==> config.mk <==
export PLATFORM = sky130hd
export DESIGN_NAME = keyboard_event_arbiter
export DESIGN_NICKNAME = d
export VERILOG_FILES = /design/src/rtl/keyboard_pkg.sv /design/src/rtl/kbd_event_fifo.sv /design/src/rtl/keyboard_event_arbiter.sv
export SDC_FILE = /design/constraint.sdc
export NUM_CORES = 1
export LEC_CHECK = 0
export BUFFER_PORTS_ARGS = -buffer_cell sky130_fd_sc_hd__buf_2
export CORE_ASPECT_RATIO = 1.1
export CORE_MARGIN = 4
export CORE_UTILIZATION = 30
export DETAILED_ROUTE_END_ITERATION = 10
export PLACE_DENSITY_LB_ADDON = 0.12
export SYNTH_ARGS = -nofsm -noshare
export SYNTH_HDL_FRONTEND = slang
export SYNTH_SLANG_ARGS = --single-unit
==> constraint.sdc <==
create_clock -name CLK_14M -period 7.3 [get_ports CLK_14M]
set_clock_uncertainty 0.15 [all_clocks]
set_input_delay 1.46 -clock CLK_14M [delete_from_list [all_inputs] [get_ports CLK_14M]]
set_output_delay 1.46 -clock CLK_14M [all_outputs]
set_load 0.05 [all_outputs]
==> src/rtl/keyboard_pkg.sv <==
// Shared definitions for the keyboard event arbiter: event bit layout,
// FSM encoding and the decoder's minimum inter-event gap.
package keyboard_pkg;
  localparam int STB      = 10;
  localparam int PRESS    = 9;
  localparam int EXT      = 8;
  localparam int CODE_MSB = 7;
  localparam int CODE_LSB = 0;
  localparam int EVT_W    = 10;

  localparam int DECODER_MIN_GAP = 9;

  typedef enum logic {
    ST_IDLE = 1'b0,
    ST_GAP  = 1'b1
  } kbd_state_t;
endpackage

==> src/rtl/kbd_event_fifo.sv <==
// Synchronous event FIFO; a push into a full FIFO is accepted only when a
// pop happens in the same cycle.
module kbd_event_fifo
  import keyboard_pkg::*;
#(
  parameter int DEPTH = 8
) (
  input  logic             CLK_14M,
  input  logic             reset,
  input  logic             i_push,
  input  logic [EVT_W-1:0] i_data,
  input  logic             i_pop,
  output logic [EVT_W-1:0] o_data,
  output logic             o_empty,
  output logic             o_full
);
  localparam int AW = $clog2(DEPTH);

  logic [EVT_W-1:0] r_mem [DEPTH];
  logic [AW-1:0]    r_wr_ptr;
  logic [AW-1:0]    r_rd_ptr;
  logic [AW:0]      r_count;
  logic             w_do_push;
  logic             w_do_pop;

  assign o_empty   = (r_count == '0);
  assign o_full    = (r_count == (AW+1)'(DEPTH));
  assign w_do_pop  = i_pop & ~o_empty;
  assign w_do_push = i_push & (~o_full | w_do_pop);
  assign o_data    = r_mem[r_rd_ptr];

  always_ff @(posedge CLK_14M or posedge reset) begin
    if (reset) begin
      r_wr_ptr <= '0;
      r_rd_ptr <= '0;
      r_count  <= '0;
    end else begin
      if (w_do_push) r_wr_ptr <= r_wr_ptr + 1'b1;
      if (w_do_pop)  r_rd_ptr <= r_rd_ptr + 1'b1;
      case ({w_do_push, w_do_pop})
        2'b10:   r_count <= r_count + 1'b1;
        2'b01:   r_count <= r_count - 1'b1;
        default: r_count <= r_count;
      endcase
    end
  end

  // Storage carries no reset; the pointers define validity.
  always_ff @(posedge CLK_14M) begin
    if (w_do_push) r_mem[r_wr_ptr] <= i_data;
  end
endmodule

==> src/rtl/keyboard_event_arbiter.sv <==
// Shares the decoder's toggle-strobe input between the PS/2 port (buffered,
// always first) and the injector (paced against the decoder's key-pending flag).
module keyboard_event_arbiter
  import keyboard_pkg::*;
#(
  parameter int FIFO_DEPTH   = 8,
  parameter int GAP_CYCLES   = 16,
  parameter int PACE_PASTE   = 1,
  parameter int READ_TIMEOUT = 1400000
) (
  input  logic        CLK_14M,
  input  logic        reset,
  input  logic [10:0] hw_key,
  input  logic        inj_valid,
  output logic        inj_ready,
  input  logic [9:0]  inj_key,
  input  logic        key_pending,
  output logic [10:0] PS2_Key,
  output logic        hw_overflow,
  output logic        busy
);
  localparam int GW = $clog2(GAP_CYCLES);
  localparam int TW = $clog2(READ_TIMEOUT + 1);

  if (GAP_CYCLES <= DECODER_MIN_GAP) begin : g_gap_chk
    $error("GAP_CYCLES must exceed the decoder minimum gap");
  end
  if ((FIFO_DEPTH < 2) || ((FIFO_DEPTH & (FIFO_DEPTH - 1)) != 0)) begin : g_depth_chk
    $error("FIFO_DEPTH must be a power of two, at least 2");
  end

  kbd_state_t       r_state;
  kbd_state_t       w_state_nxt;
  logic [GW-1:0]    r_gap_cnt;
  logic [TW-1:0]    r_to_cnt;
  logic             r_pace_wait;
  logic             r_armed;
  logic             r_hw_tog_q;
  logic             r_overflow;
  logic [10:0]      r_ps2_key;
  logic             w_hw_tog;
  logic             w_fifo_empty;
  logic             w_fifo_full;
  logic [EVT_W-1:0] w_fifo_data;
  logic             w_pop;
  logic             w_inj_ready;
  logic             w_inj_take;
  logic             w_emit;
  logic [EVT_W-1:0] w_emit_evt;

  assign w_hw_tog = r_armed & (hw_key[STB] ^ r_hw_tog_q);

  kbd_event_fifo #(.DEPTH(FIFO_DEPTH)) u_fifo (
    .CLK_14M (CLK_14M),
    .reset   (reset),
    .i_push  (w_hw_tog),
    .i_data  (hw_key[EVT_W-1:0]),
    .i_pop   (w_pop),
    .o_data  (w_fifo_data),
    .o_empty (w_fifo_empty),
    .o_full  (w_fifo_full)
  );

  always_ff @(posedge CLK_14M or posedge reset) begin
    if (reset) r_state <= ST_IDLE;
    else       r_state <= w_state_nxt;
  end

  always_comb begin
    w_state_nxt = r_state;
    case (r_state)
      ST_IDLE: if (w_pop | w_inj_take) w_state_nxt = ST_GAP;
      ST_GAP:  if (r_gap_cnt == '0)    w_state_nxt = ST_IDLE;
      default: w_state_nxt = ST_IDLE;
    endcase
  end

  always_comb begin
    w_inj_ready = 1'b0;
    w_pop       = 1'b0;
    w_inj_take  = 1'b0;
    if (r_state == ST_IDLE) begin
      w_pop       = ~w_fifo_empty;
      w_inj_ready = w_fifo_empty & ~r_pace_wait & r_armed;
      w_inj_take  = w_inj_ready & inj_valid;
    end
  end

  assign w_emit     = w_pop | w_inj_take;
  assign w_emit_evt = w_pop ? w_fifo_data : inj_key;

  always_ff @(posedge CLK_14M or posedge reset) begin
    if (reset) begin
      r_armed     <= 1'b0;
      r_hw_tog_q  <= 1'b0;
      r_overflow  <= 1'b0;
      r_ps2_key   <= '0;
      r_gap_cnt   <= '0;
      r_pace_wait <= 1'b0;
      r_to_cnt    <= '0;
    end else begin
      r_armed    <= 1'b1;
      r_hw_tog_q <= hw_key[STB];
      if (w_hw_tog & w_fifo_full & ~w_pop) r_overflow <= 1'b1;

      if (w_emit)
        r_ps2_key <= {~r_ps2_key[STB], w_emit_evt[PRESS], w_emit_evt[EXT],
                      w_emit_evt[CODE_MSB:CODE_LSB]};

      if (w_emit)
        r_gap_cnt <= GW'(GAP_CYCLES - 1);
      else if ((r_state == ST_GAP) && (r_gap_cnt != '0))
        r_gap_cnt <= r_gap_cnt - 1'b1;

      // Wait is released on the edge where the timeout count reaches zero.
      if (w_inj_take && inj_key[PRESS] && (PACE_PASTE != 0)) begin
        r_pace_wait <= 1'b1;
        r_to_cnt    <= TW'(READ_TIMEOUT - 1);
      end else if (r_pace_wait) begin
        if (((r_state == ST_IDLE) && !key_pending) || (r_to_cnt <= TW'(1)))
          r_pace_wait <= 1'b0;
        if (r_to_cnt != '0) r_to_cnt <= r_to_cnt - 1'b1;
      end
    end
  end

  assign inj_ready   = w_inj_ready;
  assign PS2_Key     = r_ps2_key;
  assign hw_overflow = r_overflow;
  assign busy        = (r_state != ST_IDLE) | ~w_fifo_empty | r_pace_wait;
endmodule

==> results.toml <==
[clock_tree]
cts_setup_buffers = 0
cts_tree = "yes"
cts_inserted_buffers = 17
ctsResizeCount = 0
h-tree-depth = 4
root_buffer = "clkbuf_16"
cts_buffer_depth = 2
cts_hold_repair.buffers = 0
clkTransAtPathRegs_ps = 60
insertion_delay_ps = 410
clock-sinks = 131

[routing]
num_vias = 3280
ant_nets = 0
avgRoutedWirePerCell_um = 17.7
drtPass1Iterations = 4
drt-vias-per-instance = 4.82
drt_iter0_drc = 209
route.detailed.drc = 0
wl_um = 12000

[timing]
fmax_mhz = 289
setup_viol = 0
slew_violations = 0
final.setup.worst_slack_ps = 3840
post-route-period-util = 0.474
worstMarginPinSlew_ps = 1070
hold_ws_ps = 315
rsz0062_at_grt = "false"
period_needed_ps = 3460
finalHoldViolCount = 0
maxSlewHeadroom = 0.283
tns_ps = 0

[grt]
gr-max-usage-layer = "met2"
grt_overflow = 0
grt_usage = 0.126
grtUsageMet2 = 0.202
grt_antenna_before_repair = 0
grt_max_degree = 52
grt_pass1_wl_um = 19400
use_met3 = 0.0359
grt_pass1_vias = 3451
met1_usage = 0.166

[power]
ir_drop_uv = 150
p_leak_nw = 2.39
p_per_area_nw_per_um2 = 399

[worst_setup_path]
crit_type = "flop to output pin"
path_cells = "or4_1 -> nor3_1 -> inv_1 -> buf_2"
cp_data_required_time_ps = 5690
max_stage_delay_ps = 560
crit_path_end_kind = "output pin"
regToRegStartpoint = "u_fifo.r_count[0]"
reg2reg_depth = 10
worstSetupStartpointType = "flop"
cp.arrival_ps = 1850
cpMaxStageDelayCell = "or4_1"
crit_path_max_fanout = 6
reg2reg_slack_ps = 4610
r2r_end = "u_fifo.r_count[3]"

[min_path]
hold_start = "PS2_Key[10]"
whs_path_depth = 1
holdPathEnd = "PS2_Key[10]"
min_path_type = "flop to flop"

[place]
io_buffers = 38
place_congestion = 0.742
dpl.hpwl_um = 7970
placed_cell_area_um2 = 6060
post-place-ws_ps = 3620
place_inst = 649

[floorplanning]
coreArea_um2 = 18300
ios = 39
rows = 52
start_util = 0.304
fp.dieH_um = 151
die_w_um = 138
die_area_um2 = 20800

[synth]
synth_adder_area_share = 0.0216
syn_inst = 375
muxShareOfSynthArea = 0.108
synth-compound-area-share = 0.0685
syn_nets = 409
synth_area_per_cell_um2 = 14.9
synth_top_family_by_area = "multiplexers"
synth_seq_area_share = 0.660
ys_async_sr_fraction = 0.389
synth-simple-area-share = 0.0993
synth_warnings = 0
synth_edf_count = 80
synth-xor-area-share = 0.0220
synth_ff_type = "edfxtp_1"
syn_area_um2 = 5570
netlist-cell-type-count = 47
ys_ff_latch = 131

[layout]
fillers = 1796
final_nets = 459
layout-drive-gt1-share = 0.240
antenna_cells_inserted = 0
fin_cells = 680
layout_commonest_cell = "edfxtp_1"
area_growth_pct = 19.2
stdcell_area_um2 = 6640
layout_common_cells = "edfxtp_1, dfrtp_1, buf_2"

[run]
max-cap-violations = 0

[run_status]
status = "complete, no violations"
routing by layer:
layer,wire (µm),part of all wire
met1,5700,0.47
met2,5790,0.48
met3,382,0.032
met4,147,0.012
met5,0,0
worst max-delay path: cells and delay by family, from the launching register on:
family	cells	cell delay [ps]
AND/OR/NAND/NOR	2	730
buffers and inverters	2	270
flip-flops	1	440
Yosys cell counts, types with 6 or more instances:
master    count  share of area
a21oi_1      10         0.0090
clkbuf_1     10         0.0067
edfxtp_1     80           0.43
nor3_1       17          0.015
nand3_1       7         0.0063
mux2i_1      14          0.025
ha_1          8          0.018
or4_1         6         0.0081
nand2_1      28          0.019
inv_1        12         0.0081
or3_1         6         0.0067
nor4_1        7         0.0079
dfrtp_1      51           0.23
xnor2_1      10          0.016
a22oi_1       9          0.012
o21ai_0      16          0.014
nor2_1       13         0.0088
mux4_2       20          0.081
through the flow:
| step | total power, mW | utilization |
|---|---|---|
| 6_report | 2.65 | 0.362 |
| 5_1_grt | 2.81 | 0.362 |
| 2_1_floorplan | 1.63 | - |
| 4_1_cts | 2.69 | 0.362 |
| 3_3_place_gp | 1.83 | 0.330 |
| 3_5_place_dp | 1.84 | 0.330 |
where the power goes:
group	internal, mW	leakage (nW)	switching, mW
clock network	0.505	0.279	0.326
registers	0.929	1.31	0.163
logic	0.307	0.804	0.419
total	1.74	2.39	0.908
worst max path at each step:
stage | from | end | slack, ps
after global routing | u_fifo.r_count[0] | busy | 3730
after global placement | hw_key[10] | u_fifo.r_mem[6][3] | 3670
after CTS | u_fifo.r_count[0] | busy | 3820
final | u_fifo.r_count[0] | busy | 3840
after floorplan | hw_key[10] | u_fifo.r_mem[0][0] | 3790
after detailed placement | hw_key[10] | u_fifo.r_mem[7][0] | 3620
logic make-up (layout without fill, tap and decap cells):
| logic type | Yosys count | in the layout |
|---|---|---|
| other | 1 | 1 |
| and+or+nand+nor | 102 | 102 |
| adders and majority gates | 9 | 9 |
| AOI/OAI and AO/OA | 57 | 57 |
| xor gates and xnor gates | 14 | 14 |
| buffers and inverters | 26 | 88 |
| DFF | 131 | 131 |
| muxes | 35 | 35 |
registers in the layout, indices dropped and copies added (netlist names), 3 cells and up:
register	cells
PS2_Key	11
r_gap_cnt	4
r_to_cnt	21
u_fifo.r_count	4
u_fifo.r_mem	80
u_fifo.r_rd_ptr	3
u_fifo.r_wr_ptr	3
final cells by class:
cell class | count | area [µm²] | area share
Sequential cell | 131 | 3680 | 0.554
Multi-Input combinational cell | 218 | 1790 | 0.270
Clock buffer | 17 | 425 | 0.0641
Tap cell | 243 | 304 | 0.0458
Timing Repair Buffer | 45 | 243 | 0.0366
Clock inverter | 14 | 154 | 0.0232
Inverter | 12 | 45.0 | 0.00678
Note: power is estimated with default switching activity, not from simulation.
